`src/rtl/instr_pkg.sv`:
```
// Shared instruction ID codes produced by the decoder.
package instr_pkg;

    localparam logic [6:0] ID_NOP    = 7'd0;
    localparam logic [6:0] ID_ADD    = 7'd1;
    localparam logic [6:0] ID_SUB    = 7'd2;
    localparam logic [6:0] ID_ADDI   = 7'd3;
    localparam logic [6:0] ID_LW     = 7'd4;
    localparam logic [6:0] ID_SW     = 7'd5;
    localparam logic [6:0] ID_BEQ    = 7'd6;
    localparam logic [6:0] ID_JAL    = 7'd7;
    localparam logic [6:0] ID_ADDW   = 7'd19;
    localparam logic [6:0] ID_MUL    = 7'd20;
    localparam logic [6:0] ID_MULH   = 7'd21;
    localparam logic [6:0] ID_MULHSU = 7'd22;
    localparam logic [6:0] ID_MULHU  = 7'd23;
    localparam logic [6:0] ID_DIV    = 7'd24;
    localparam logic [6:0] ID_DIVU   = 7'd25;
    localparam logic [6:0] ID_REM    = 7'd26;
    localparam logic [6:0] ID_REMU   = 7'd27;
    localparam logic [6:0] ID_MULW   = 7'd28;
    localparam logic [6:0] ID_DIVW   = 7'd29;
    localparam logic [6:0] ID_DIVUW  = 7'd30;
    localparam logic [6:0] ID_REMW   = 7'd31;
    localparam logic [6:0] ID_REMUW  = 7'd32;
    localparam logic [6:0] ID_SLLW   = 7'd33;

endpackage

```
`src/rtl/ctrl_pkg.sv`:
```
// Issue-control shared definitions: FSM encoding, mul/div latency default
// and mul/div instruction classification.
package ctrl_pkg;

    import instr_pkg::*;

    localparam int unsigned MD_LAT_DEFAULT = 8;

    typedef enum logic {
        ST_RUN     = 1'b0,
        ST_MD_WAIT = 1'b1
    } issue_state_e;

    // True for every instruction that occupies the multi-cycle mul/div unit
    function automatic logic is_md_instr(input logic [6:0] id);
        return id inside {ID_MUL, ID_MULH, ID_MULHSU, ID_MULHU,
                          ID_DIV, ID_DIVU, ID_REM, ID_REMU,
                          ID_MULW, ID_DIVW, ID_DIVUW, ID_REMW, ID_REMUW};
    endfunction

endpackage

```
`src/rtl/issue_ctrl_scoreboard.sv`:
```
// 32-entry pending-write scoreboard: one set port, one clear port, two
// read ports. Entry 0 (x0) can never become pending.
module scoreboard (
    input  logic       clk,
    input  logic       rst,
    input  logic       i_set_en,
    input  logic [4:0] i_set_idx,
    input  logic       i_clr_en,
    input  logic [4:0] i_clr_idx,
    input  logic [4:0] i_rd_idx_a,
    input  logic [4:0] i_rd_idx_b,
    output logic       o_rd_a,
    output logic       o_rd_b
);

    logic [31:0] r_pending;
    logic [31:0] w_set_mask;
    logic [31:0] w_clr_mask;

    // Decode set/clear indices into one-hot masks; x0 is never set
    always_comb begin
        w_set_mask = '0;
        w_clr_mask = '0;
        if (i_set_en) begin
            w_set_mask[i_set_idx] = 1'b1;
        end
        if (i_clr_en) begin
            w_clr_mask[i_clr_idx] = 1'b1;
        end
        w_set_mask[0] = 1'b0;
    end

    // Clear first, then set, so a same-cycle set of the same index wins
    always_ff @(posedge clk) begin
        if (rst) begin
            r_pending <= '0;
        end else begin
            r_pending <= (r_pending & ~w_clr_mask) | w_set_mask;
        end
    end

    assign o_rd_a = r_pending[i_rd_idx_a];
    assign o_rd_b = r_pending[i_rd_idx_b];

endmodule

```
`src/rtl/issue_ctrl.sv`:
```
// ID->EX issue control: scoreboard hazard detection, mul/div occupancy
// FSM and pipeline stall/bubble/flush generation.
module issue_ctrl
    import ctrl_pkg::*;
#(
    parameter int unsigned MD_LAT = MD_LAT_DEFAULT
) (
    input  logic       clk,
    input  logic       rst,
    input  logic       id_valid,
    input  logic [4:0] id_rs1,
    input  logic [4:0] id_rs2,
    input  logic [4:0] id_rd,
    input  logic       id_use_rs1,
    input  logic       id_use_rs2,
    input  logic       id_reg_w,
    input  logic       id_mem_r,
    input  logic       id_branch,
    input  logic [6:0] id_instr_id,
    input  logic       ex_redirect,
    input  logic       wb_valid,
    input  logic [4:0] wb_rd,
    output logic       issue,
    output logic       stall,
    output logic       bubble,
    output logic       flush,
    output logic       md_busy
);

    localparam logic [5:0] MD_LOAD = 6'(MD_LAT - 1);

    issue_state_e r_state;
    logic [5:0]   r_md_cnt;

    logic w_pend_rs1;
    logic w_pend_rs2;
    logic w_hazard;
    logic w_md_hit;
    logic w_md_busy;
    logic w_issue;
    logic w_sb_set;
    logic w_sb_clr;
    logic w_unused;

    // Loads share the scoreboard with ALU writes; the memory/branch flags
    // carry no extra issue rule here
    assign w_unused = id_mem_r ^ id_branch;

    scoreboard u_sb (
        .clk        (clk),
        .rst        (rst),
        .i_set_en   (w_sb_set),
        .i_set_idx  (id_rd),
        .i_clr_en   (w_sb_clr),
        .i_clr_idx  (wb_rd),
        .i_rd_idx_a (id_rs1),
        .i_rd_idx_b (id_rs2),
        .o_rd_a     (w_pend_rs1),
        .o_rd_b     (w_pend_rs2)
    );

    assign w_hazard  = (id_use_rs1 & w_pend_rs1) | (id_use_rs2 & w_pend_rs2);
    assign w_md_hit  = is_md_instr(id_instr_id);
    assign w_md_busy = (r_state == ST_MD_WAIT) & ~rst;
    assign w_issue   = id_valid & ~w_hazard & ~w_md_busy & ~ex_redirect & ~rst;
    assign w_sb_set  = w_issue & id_reg_w & (id_rd != 5'd0);
    assign w_sb_clr  = wb_valid & (wb_rd != 5'd0);

    assign issue   = w_issue;
    assign stall   = id_valid & ~w_issue & ~ex_redirect & ~rst;
    assign bubble  = ~w_issue;
    assign flush   = ex_redirect;
    assign md_busy = w_md_busy;

    // Mul/div occupancy FSM; redirects do not abort a wait, reset does
    always_ff @(posedge clk) begin
        if (rst) begin
            r_state  <= ST_RUN;
            r_md_cnt <= '0;
        end else begin
            case (r_state)
                ST_RUN: begin
                    if (w_issue && w_md_hit) begin
                        r_state  <= ST_MD_WAIT;
                        r_md_cnt <= MD_LOAD;
                    end
                end
                ST_MD_WAIT: begin
                    // Leave as the count reaches 0 so the wait lasts MD_LAT-1 cycles
                    if (r_md_cnt <= 6'd1) begin
                        r_md_cnt <= '0;
                        r_state  <= ST_RUN;
                    end else begin
                        r_md_cnt <= r_md_cnt - 6'd1;
                    end
                end
                default: begin
                    r_state  <= ST_RUN;
                    r_md_cnt <= '0;
                end
            endcase
        end
    end

endmodule

```
`config.mk`:
```
export PLATFORM = sky130hd
export DESIGN_NAME = issue_ctrl
export DESIGN_NICKNAME = d
export VERILOG_FILES = /design/src/rtl/instr_pkg.sv /design/src/rtl/ctrl_pkg.sv /design/src/rtl/issue_ctrl_scoreboard.sv /design/src/rtl/issue_ctrl.sv
export SDC_FILE = /design/constraint.sdc
export NUM_CORES = 1
export LEC_CHECK = 0
export ABC_CLOCK_PERIOD_IN_PS = 7900
export BUFFER_PORTS_ARGS = -buffer_cell sky130_fd_sc_hd__buf_2
export CAP_MARGIN = 40
export CORE_AREA = 5 5 83 62
export DETAILED_ROUTE_END_ITERATION = 10
export DIE_AREA = 0 0 88 67
export PLACE_DENSITY = 0.78
export SLEW_MARGIN = 5
export SYNTH_ARGS = -nofsm -noshare
export SYNTH_HDL_FRONTEND = slang
export SYNTH_HIERARCHICAL = 1
export SYNTH_SLANG_ARGS = --single-unit
```
`constraint.sdc`:
```
create_clock -name clk -period 7.9 [get_ports clk]
set_input_delay 0 -clock clk [delete_from_list [all_inputs] [get_ports clk]]
set_output_delay 0 -clock clk [all_outputs]
set_load 0.1 [all_outputs]
```
==> impl_metrics.yaml <==
global_route:
  grt_max_degree: 43
  grt_use_total_pct: 24.9
  grt.overflow.total: 0
  grt_pass1_vias: 2328
  grt_pass1_wl_um: 11300
  antenna_found_initial: 0
synth:
  yosysUniqueCellTypes: 45
  yosysWarnings: 6
  ys.flop_type: "dfxtp_1"
  synth_edf_count: 0
  syn_nets: 345
  synthCells: 306
  synth_top_family_by_area: "simple AND/OR/NAND/NOR gates"
  ys_seq_elements: 39
  yosys.area_share.simple_pct: 25.4
  syn_avg_cell_area_sq_um: 8.02
  netlist_area_sq_um: 2450
  netlist.area_leader.share_pct: 31.8
  yosysTopAreaCell: "dfxtp_1"
  synthTopCellsByArea: "dfxtp_1 32%, mux2i_1 13%, nand2_1 7.8%, a21oi_1 7.8%, o21ai_0 6.7%"
  async_reset_ff_share_pct: 0
  synth_mux_area_share_pct: 13.5
  synth_compound_area_share_pct: 22.9
  synth-xor-area-share_pct: 0
  synthAdderAreaFrac_pct: 1.02
  yosysSeqAreaShare_pct: 31.8
timing:
  fmax_mhz: 335
  max-slew-margin-rel_pct: 49.7
  finalSetupTns_ns: 0
  post-route-period-util_pct: 37.8
  rsz0062_at_grt: "false"
  worst_pin_slew_ns: 0.754
  setup_viol_count_final: 0
  slew_viol_final: 0
  fin_crit_ns: 2.99
  hold_viol_final: 0
  finClkSkew_ns: 0.00672
place:
  port_buffers: 39
  dp_hpwl_um: 4910
  place_congestion: 0.903
critical_path:
  crit_start: "u_sb/r_pending[17]$_SDFF_PP0_"
  slowest_delay_ns: 0.42
  crit_path_top_delay_cell: "or3_4"
  cp.required_ns: 8.12
  cp_cell_sequence: "mux2i_1 > a22oi_1 > nand4b_1 > a21oi_1 > a311o_1 > a22o_1 > or3_4 > nor2_1 > nor3b_1 > buf_2 > nand2_1 > a21oi_1"
  crit_fanout: 5
  crit_top_cell: "a21oi_1"
  cp.buffers_inverters: 1
  endpoint_kind: "flip-flop"
  worstReg2RegStart: "u_sb/r_pending[17]$_SDFF_PP0_"
  start_kind: "flip-flop"
  critPathArrivalTime_ns: 3.21
  path_delay_family: "simple AND/OR/NAND/NOR gates"
  critical_path_class: "flip-flop to flip-flop"
route:
  drtIter0Drc: 247
  vias: 2483
  drc: 0
  first_pass_iters: 5
  wirelength_um: 6820
  postRouteAntennaNets: 0
  routedWlPerCell_um: 17.3
  vias_per_cell: 6.30
cells_and_area:
  n_antenna_cell: 0
  final_common_cell: "nand2_1"
  fin_nets: 378
  fill_cells: 385
  layout-drive-gt1-share_pct: 15.9
  area_delta_synth_final_pct: 10.7
  final_cell_mix: "51 x nand2_1, 40 x buf_2, 39 x dfxtp_1, 38 x a21oi_1, 33 x o21ai_0"
hold_path:
  hold_path_startpoint: "id_rd[0]"
  worst_hold_path_type: "input port to flip-flop"
clock_network:
  cts_sinks: 39
  insertion_delay_ns: 0.30
  clkTransAtPathRegs_ns: 0.08
  cts_buffer_depth: 2
  cts_setup_buffers: 0
  htree_levels: 2
  root_buffer: "clkbuf_8"
  cts_tree: "done"
  holdBufCountCts: 0
  ctsResizeCount: 0
  cts_made_buffers: 5
power:
  total_power_w: 0.000422
  ir_drop_v: 0.0000819
  p_per_area_nw_per_um2: 155
  p_leak_nw: 1.06
die:
  core_sq_um: 4230
  start_util_pct: 58.0
  io-pin-count: 42
  rows: 20
  dieHeight_um: 67
  die_area_sq_um: 5900
  die_w_um: 88
job:
  cap_violations: 0
status:
  outcome: "completed"
==> cell usage after synthesis (3+ instances only) <==
library cell / number
o21ai_0: 33
nand2b_1: 3
clkbuf_1: 6
mux2i_1: 32
nand2_1: 51
nor3b_1: 8
a21oi_1: 38
nand3b_1: 6
dfxtp_1: 39
a22oi_1: 8
nand4b_1: 3
inv_1: 4
buf_6: 3
nand3_1: 6
nor2b_1: 3
nor2_1: 14
nor3_1: 3
==> path summary, 6_finish.rpt <==
check | to | slack (ns) | cells past startpoint
setup / recovery | u_sb/r_pending[16]$_SDFF_PP0_ | 4.91 | 12
hold / removal | u_sb/r_pending[24]$_SDFF_PP0_ | 0.05 | 4
setup reg to reg | u_sb/r_pending[16]$_SDFF_PP0_ | 4.91 | 12
hold reg to reg | u_sb/r_pending[8]$_SDFF_PP0_ | 0.50 | 2
==> tightest hold or removal path, stage by stage <==
cell and delay, ns:
buf_2 0.11, nor3b_1 0.08, nand2_1 0.06, a21oi_1 0.05
==> registers in the layout, indices dropped and copies added (netlist names) <==
| signal | flops |
|---|---|
| r_md_cnt | 6 |
| r_state | 1 |
| u_sb/r_pending | 32 |
==> where the power goes <==
group	internal (W)	switching, W	total (W)
logic	0.0000210	0.0000380	0.0000590
registers	0.000197	0.000000639	0.000198
clock network	0.0000923	0.0000731	0.000165
total	0.000310	0.000112	0.000422
==> cell type report <==
type,instances,area [sq um],share of cell area (%)
Timing Repair Buffer,40,200,7.37
Clock buffer,5,68.8,2.53
Multi-Input combinational cell,249,1540,56.9
Tap cell,55,68.8,2.53
Sequential cell,39,781,28.8
Inverter,4,15.0,0.553
Clock inverter,2,37.5,1.38
==> layer usage <==
metal | vias to the layer above | GRT usage [%] | wire length, um
met3 | 12 | 5.07 | 785
li1 | 1185 | - | -
met2 | 130 | 36.8 | 2770
met1 | 1156 | 35.7 | 3160
met4 | 0 | 7.85 | 104
met5 | - | 0 | 0
==> cell families after synthesis <==
logic type,count (synthesis)
flip-flops,39
adder cells (fa/ha/maj),2
AND/OR/NAND/NOR,118
AO/OA/AOI/OAI,96
buffers and inverters,18
multiplexers,33
==> metrics by stage <==
step	worst slack, ns	hold WS (ns)	util, %	cell area [sq um]	std cells
finish	4.91	0.0468	64.2	2720	394
global placement	4.58	0.382	61.6	2600	386
floorplan	4.96	0.0691	-	2450	306
global route	4.71	0.0653	64.2	2720	394
detailed placement	4.82	0.367	61.7	2610	387
CTS	4.97	0.0455	64.2	2720	394
No activity file was read; power rests on OpenSTA's default activity.
